===== src/rtl/uart_rx_ctrl.sv =====
// uart_rx_ctrl -- UART receive controller (8 data bits, LSB first).
//
// Detects the start bit and takes three samples around the centre of each bit.
// A majority vote of those samples gives the bit value. The block deserialises
// the data bits, optionally checks a parity bit, checks the stop bit, and
// reports the frame with one-cycle pulses. It works beside edge_bit_counter:
// this block drives the counter's enable and clear, and uses the counter's
// edge/bit counts as its bit-timing reference.
//
// Optional feature macro: UART_RX_PARITY_EN
//   defined   : a parity bit follows the data when par_en_in is set at frame
//               start (par_typ_in: 0 = even, 1 = odd).
//   undefined : frames are always 10 bits, par_en_in/par_typ_in are ignored
//               and parity_error_out is tied to 0.
//
// Ports:
//   clk              in  RX clock, prescale_in x baud
//   reset_n          in  asynchronous active-low reset
//   rx_in            in  serial line, synchronised, idle high
//   prescale_in[4:0] in  oversampling ratio (8 or 16)
//   par_en_in        in  parity bit present (latched at frame start)
//   par_typ_in       in  0 = even, 1 = odd (latched at frame start)
//   bit_cnt_in[3:0]  in  edge_bit_counter.bit_cnt_out
//   edge_cnt_in[4:0] in  edge_bit_counter.edge_cnt_out
//   en_counter_out   out counter enable (high while a frame is in progress)
//   cnt_clr_out      out one-cycle counter clear at every frame end
//   p_data_out[7:0]  out data of the last good frame
//   data_valid_out   out one-cycle pulse, good frame
//   parity_error_out out one-cycle pulse, parity mismatch
//   stop_error_out   out one-cycle pulse, stop bit sampled low
module uart_rx_ctrl (
  input  logic       clk,
  input  logic       reset_n,
  input  logic       rx_in,
  input  logic [4:0] prescale_in,
  input  logic       par_en_in,
  input  logic       par_typ_in,
  input  logic [3:0] bit_cnt_in,
  input  logic [4:0] edge_cnt_in,
  output logic       en_counter_out,
  output logic       cnt_clr_out,
  output logic [7:0] p_data_out,
  output logic       data_valid_out,
  output logic       parity_error_out,
  output logic       stop_error_out
);

  typedef enum logic [2:0] {
    IDLE,
    START,
    DATA,
`ifdef UART_RX_PARITY_EN
    PARITY,
`endif
    STOP
  } state_e;

  state_e     state_q, state_d;
  logic       s0_q, s0_d, s1_q, s1_d, s2_q, s2_d;
  logic [7:0] sr_q, sr_d;
  logic [7:0] p_data_q, p_data_d;
  logic       valid_q, valid_d;
  logic       clr_q, clr_d;
  logic       serr_q, serr_d;

  logic [4:0] half;
  logic [4:0] last_edge;
  logic       bend;
  logic       maj;

  assign half      = prescale_in >> 1;
  assign last_edge = prescale_in - 5'd1;

  assign en_counter_out = (state_q != IDLE);
  assign bend           = en_counter_out && (edge_cnt_in == last_edge);
  assign maj            = (s0_q & s1_q) | (s1_q & s2_q) | (s0_q & s2_q);

  // Three samples around the bit centre. They are taken only while the counter
  // runs, so IDLE (edge count parked at 0) cannot disturb them.
  always_comb begin
    s0_d = s0_q;
    s1_d = s1_q;
    s2_d = s2_q;
    if (en_counter_out) begin
      if (edge_cnt_in == half - 5'd1) s0_d = rx_in;
      if (edge_cnt_in == half)        s1_d = rx_in;
      if (edge_cnt_in == half + 5'd1) s2_d = rx_in;
    end
  end

`ifdef UART_RX_PARITY_EN
  logic par_en_q, par_en_d;
  logic par_typ_q, par_typ_d;
  logic perr_q, perr_d;
  logic perr_out_q, perr_out_d;
`else
  logic unused_par_inputs;
  assign unused_par_inputs = par_en_in ^ par_typ_in;
`endif

  always_comb begin
    state_d  = state_q;
    sr_d     = sr_q;
    p_data_d = p_data_q;
    valid_d  = 1'b0;
    clr_d    = 1'b0;
    serr_d   = 1'b0;
`ifdef UART_RX_PARITY_EN
    par_en_d   = par_en_q;
    par_typ_d  = par_typ_q;
    perr_d     = perr_q;
    perr_out_d = 1'b0;
`endif
    case (state_q)
      IDLE: begin
        if (!rx_in) begin
          state_d = START;
`ifdef UART_RX_PARITY_EN
          // Parity settings are frozen for the whole frame.
          par_en_d  = par_en_in;
          par_typ_d = par_typ_in;
          perr_d    = 1'b0;
`endif
        end
      end
      START: begin
        if (bend) begin
          if (maj) begin
            // The line went back high before the bit centre, so this was a glitch.
            state_d = IDLE;
            clr_d   = 1'b1;
          end else begin
            state_d = DATA;
          end
        end
      end
      DATA: begin
        if (bend) begin
          sr_d = {maj, sr_q[7:1]};
          if (bit_cnt_in == 4'd8) begin
`ifdef UART_RX_PARITY_EN
            state_d = par_en_q ? PARITY : STOP;
`else
            state_d = STOP;
`endif
          end
        end
      end
`ifdef UART_RX_PARITY_EN
      PARITY: begin
        if (bend) begin
          perr_d  = (maj != (par_typ_q ? ~^sr_q : ^sr_q));
          state_d = STOP;
        end
      end
`endif
      STOP: begin
        if (bend) begin
          state_d = IDLE;
          clr_d   = 1'b1;
          // A stop error outranks a parity error, and either error blocks the data.
          if (!maj) begin
            serr_d = 1'b1;
`ifdef UART_RX_PARITY_EN
          end else if (perr_q) begin
            perr_out_d = 1'b1;
`endif
          end else begin
            valid_d  = 1'b1;
            p_data_d = sr_q;
          end
        end
      end
      default: state_d = IDLE;
    endcase
  end

  always_ff @(posedge clk or negedge reset_n) begin
    if (!reset_n) begin
      state_q  <= IDLE;
      s0_q     <= 1'b0;
      s1_q     <= 1'b0;
      s2_q     <= 1'b0;
      sr_q     <= '0;
      p_data_q <= '0;
      valid_q  <= 1'b0;
      clr_q    <= 1'b0;
      serr_q   <= 1'b0;
    end else begin
      state_q  <= state_d;
      s0_q     <= s0_d;
      s1_q     <= s1_d;
      s2_q     <= s2_d;
      sr_q     <= sr_d;
      p_data_q <= p_data_d;
      valid_q  <= valid_d;
      clr_q    <= clr_d;
      serr_q   <= serr_d;
    end
  end

`ifdef UART_RX_PARITY_EN
  always_ff @(posedge clk or negedge reset_n) begin
    if (!reset_n) begin
      par_en_q   <= 1'b0;
      par_typ_q  <= 1'b0;
      perr_q     <= 1'b0;
      perr_out_q <= 1'b0;
    end else begin
      par_en_q   <= par_en_d;
      par_typ_q  <= par_typ_d;
      perr_q     <= perr_d;
      perr_out_q <= perr_out_d;
    end
  end
  assign parity_error_out = perr_out_q;
`else
  assign parity_error_out = 1'b0;
`endif

  assign cnt_clr_out    = clr_q;
  assign p_data_out     = p_data_q;
  assign data_valid_out = valid_q;
  assign stop_error_out = serr_q;

endmodule

===== config.mk =====
export PLATFORM = sky130hd
export DESIGN_NAME = uart_rx_ctrl
export DESIGN_NICKNAME = d
export VERILOG_FILES = /design/src/rtl/uart_rx_ctrl.sv
export SDC_FILE = /design/constraint.sdc
export NUM_CORES = 1
export LEC_CHECK = 0
export ABC_AREA = 1
export BUFFER_PORTS_ARGS = -buffer_cell sky130_fd_sc_hd__buf_2
export CAP_MARGIN = 25
export CORE_MARGIN = 2
export CORE_UTILIZATION = 54
export CTS_CLUSTER_SIZE = 14
export DETAILED_ROUTE_END_ITERATION = 7
export HOLD_SLACK_MARGIN = 0.12
export PLACE_DENSITY = 0.85
export SYNTH_ARGS = -nofsm -noshare
export SYNTH_HDL_FRONTEND = slang
export SYNTH_SLANG_ARGS = --single-unit

===== constraint.sdc =====
create_clock -name clk -period 2.91 [get_ports clk]
set_input_delay 0.4365 -clock clk [delete_from_list [all_inputs] [get_ports clk]]
set_output_delay 0.4365 -clock clk [all_outputs]
set_load 0.02 [all_outputs]

==> results_dict.tcl <==
set metrics [dict create \
    grt_setup_unrepaired "false" \
    worst_r2r_startpoint "s0_q" \
    worst_ep_arrival_time_ns 1.99 \
    switching_power_share_of_the_total_pct 32.3 \
    cts_buffers 3 \
    vias_per_cell 4.87 \
    max_freq_mhz 562 \
    setup.worst_path.class "in -> reg" \
    num_antenna_cells 0 \
    syn-num-nets 242 \
    final_cell_count_no_fill 279 \
    grt_first_pass_wirelength_mm 5.30 \
    grt_antenna_before_repair 0 \
    number_of_drc_markers_after_the_initial_detailed_route_iteration 36 \
    htree_levels 1 \
    ys.warnings.count 0 \
    critical-path-top-delay-family "simple AND/OR/NAND/NOR gates" \
    grt_pass1_vias 1297 \
    switchingPower_w 0.000290 \
    port-buffer-count 28 \
    routed_wire_length_per_instance_um 10.3 \
    cellPowerDensity_mw_per_mm2 500 \
    hpwl_mm 2.21 \
    finish.net_count 272 \
    grt_max_degree 25 \
    worst_setup_path_start_kind "primary input" \
    clk_pin_slew_worst_paths_ns 0.14 \
    core_region_area_mm2 0.00278 \
    min-delay-start "rx_in" \
    async_flop_share_pct 100 \
    clock_power_share_pct 26.9 \
    timing_worst_slew_pin_value_ns 0.523 \
    critPathMostFrequentCell "sky130_fd_sc_hd__nand2_1" \
    die_height_um 58.3 \
    placement_rows 19 \
    path_max_fanout 16 \
    timing.critical_path.slowest_stage_cell "sky130_fd_sc_hd__ha_1" \
    synth_cell_type_count 27 \
    worstPathCellList "buf_2 > inv_1 > ha_1 > inv_1 > nand2_1 > nand2_1 > nor2_1 > nand2_2 > nor2_8 > nand3_4 > nand2_1 > o21ai_2" \
    leakage_nw 1.03 \
    yosys_most_used_dff "sky130_fd_sc_hd__dfrtp_1" \
    ff2ff_path_depth 8 \
    pwr-share-comb_pct 27.1 \
    result_of_the_run "completed" \
    layout-area-overhead-vs-synth_pct 12.6 \
    finalHoldWorstSlack_ns 0.372 \
    via_count 1360 \
    total_standard_cell_area_after_synthesis_mm2 0.00159 \
    worst_hold_path.num_cells 3 \
    io-pin-count 32 \
    worst_setup_path_end_kind "flip-flop" \
    vdd.ir_drop.worst_mv 0.358 \
    ys_seq_elements 24 \
    start_util_pct 57.2 \
    synthDominantAreaCellType "sky130_fd_sc_hd__dfrtp_1" \
    worst_path_required_ns 3.12 \
    synth_largest_type_area_fraction_pct 37.7 \
    cts-root-to-sink-buffers 2 \
    drt_wl_total_mm 2.87 \
    synth.avg_cell_area_um2 7.27 \
    report.final.setup_viol 0 \
    remaining_drc_errors 0 \
    synth_seq_area_share_pct 37.7 \
    worst_slew_margin_rel_pct 65.1 \
    clock_tree.root_cell "sky130_fd_sc_hd__clkbuf_4" \
    maxSlewViolCount 0 \
    groute.usage.overall_pct 19.2 \
    worst_skew_pair.late_latency_ns 0.32 \
    share_of_layout_cells_above_drive_strength_1_pct 21.8 \
    timing.critical_path.slowest_cell_delay_ns 0.31 \
    final_antenna_net_count 0 \
    maxCapViolCount 0 \
    p_seq_share_pct 46.0 \
    count_of_endpoints_failing_hold_in_the_final_timing_report 0 \
    floorplan.die.width_um 58.3 \
    cellInternalPower_w 0.000607 \
    synth_cells 219 \
    cts_tree "built" \
    cts_sinks 24 \
    min_period_ns 1.78 \
    post-route-period-util_pct 61.2 \
    timing.critical_path.buf_inv 3 \
    dp.cells 274 \
    design.die.area_mm2 0.00340 \
    synth_top_cells_by_area "sky130_fd_sc_hd__dfrtp_1 38%, sky130_fd_sc_hd__nand2_1 18%, sky130_fd_sc_hd__inv_1 11%, sky130_fd_sc_hd__o21ai_2 4.4%, sky130_fd_sc_hd__nand4_1 3.9%" \
    holdCritPathClass "in -> reg" \
    synth-edff-count 0 \
    global_route.overflow_total 0 \
    setup-tns-final_ns 0 \
    fin_skew_ns 0.0137 \
    worst_hold_path.endpoint "s1_q" \
    pre_antenna_drt_iters 4 \
    rrSetupSlack_ns 1.39 \
    r2r-end "p_data_out[6]" \
    cts_resized 0 \
    gp_routability_congestion 0.842 \
]
-- cells by family after synthesis --
| group | after synthesis | share of synthesized area [%] |
|---|---|---|
| AND/OR/NAND/NOR | 116 | 34.5 |
| buffers and inverters | 54 | 14.4 |
| flip-flops | 24 | 37.7 |
| AO/OA/AOI/OAI | 13 | 6.13 |
| XOR/XNOR | 7 | 3.85 |
| adder cells (fa/ha/maj) | 4 | 3.14 |
| other | 1 | 0.236 |
-- how the worst max path moves through the flow --
stage / from / endpoint / slack [ns] / cells after the start
final: prescale_in[1] / sr_q[3] / 1.13 / 12
after global routing: prescale_in[1] / sr_q[6] / 0.95 / 12
after CTS: prescale_in[1] / sr_q[3] / 1.12 / 12
after detailed placement: prescale_in[1] / sr_q[3] / 0.79 / 12
after global placement: prescale_in[1] / sr_q[7] / 0.83 / 12
after floorplan: prescale_in[1] / sr_q[0] / 1.21 / 12
-- cell usage in the layout, fill, tap and decap left out, drive strengths merged --
master       instances
xor2                 6
nand4               10
dlygate4sd3          1
nor2                10
inv                 50
a31oi                2
bufinv               1
nand3               13
nand2               78
xnor2                1
nor3                 3
ha                   4
conb                 1
o21ai               11
nand3b               1
dfrtp               24
nor3b                1
buf                 28
clkbuf               3
-- registers in the layout, indices dropped and copies added (netlist names) --
| register | cells |
|---|---|
| cnt_clr_out | 1 |
| data_valid_out | 1 |
| p_data_out | 8 |
| s0_q | 1 |
| s1_q | 1 |
| s2_q | 1 |
| sr_q | 8 |
| state_q | 2 |
| stop_error_out | 1 |
-- cell type report --
class / count / area [µm²]
fillers: 246 / 990
multi-input cells: 141 / 762
flip-flops and latches: 24 / 601
inverters: 50 / 188
repair buffers: 29 / 150
well taps: 31 / 38.8
clock inverters: 1 / 30.0
clock buffers: 3 / 22.5
-- cells in the mapped netlist, types with 2 or more instances --
master / instances
sky130_fd_sc_hd__nand2_2: 2
sky130_fd_sc_hd__buf_6: 3
sky130_fd_sc_hd__nor2_1: 7
sky130_fd_sc_hd__inv_2: 5
sky130_fd_sc_hd__dfrtp_1: 24
sky130_fd_sc_hd__nand2_1: 75
sky130_fd_sc_hd__inv_1: 45
sky130_fd_sc_hd__a31oi_1: 2
sky130_fd_sc_hd__nand3_1: 11
sky130_fd_sc_hd__ha_1: 4
sky130_fd_sc_hd__xor2_1: 6
sky130_fd_sc_hd__o21ai_0: 2
sky130_fd_sc_hd__o21ai_2: 8
sky130_fd_sc_hd__nor3_1: 3
sky130_fd_sc_hd__nand4_1: 10
-- stage by stage --
stage | util, % | total power [W] | worst slack (ns) | cell area [µm²]
finish | 64.4 | 0.000897 | 1.13 | 1790
global route | 64.4 | 0.000960 | 0.948 | 1790
CTS | 64.4 | 0.000901 | 1.12 | 1790
detailed placement | 62.2 | 0.000662 | 0.793 | 1730
global placement | 62.2 | 0.000650 | 0.831 | 1730
floorplan | - | 0.000604 | 1.21 | 1590
-- power groups by stage --
stage	registers [W]	logic [W]	clock network, W
3_5_place_dp	0.000419	0.000244	0
5_1_grt	0.000418	0.000284	0.000257
6_report	0.000412	0.000243	0.000241
3_3_place_gp	0.000417	0.000234	0
4_1_cts	0.000412	0.000246	0.000243
2_1_floorplan	0.000417	0.000187	0
-- tightest hold or removal path: stages --
cell and delay, ns:
sky130_fd_sc_hd__buf_2 0.11, sky130_fd_sc_hd__nand2_1 0.05, sky130_fd_sc_hd__o21ai_0 0.06
-- routing by layer --
layer	global-route usage [%]	vias to the layer above	share of wire, %
li1	-	719	-
met4	1.99	0	0
met5	0	-	0
met3	3.30	0	3.5
met2	33.2	26	49
met1	26.1	615	48
-- what timing repair did --
item,4_1_cts,5_1_grt
hold buffers,1,0
endpoints found under the setup margin,0,0
endpoints found under the hold margin,24,0
buffers inserted,0,0
Note: power is estimated with default switching activity, not from simulation.
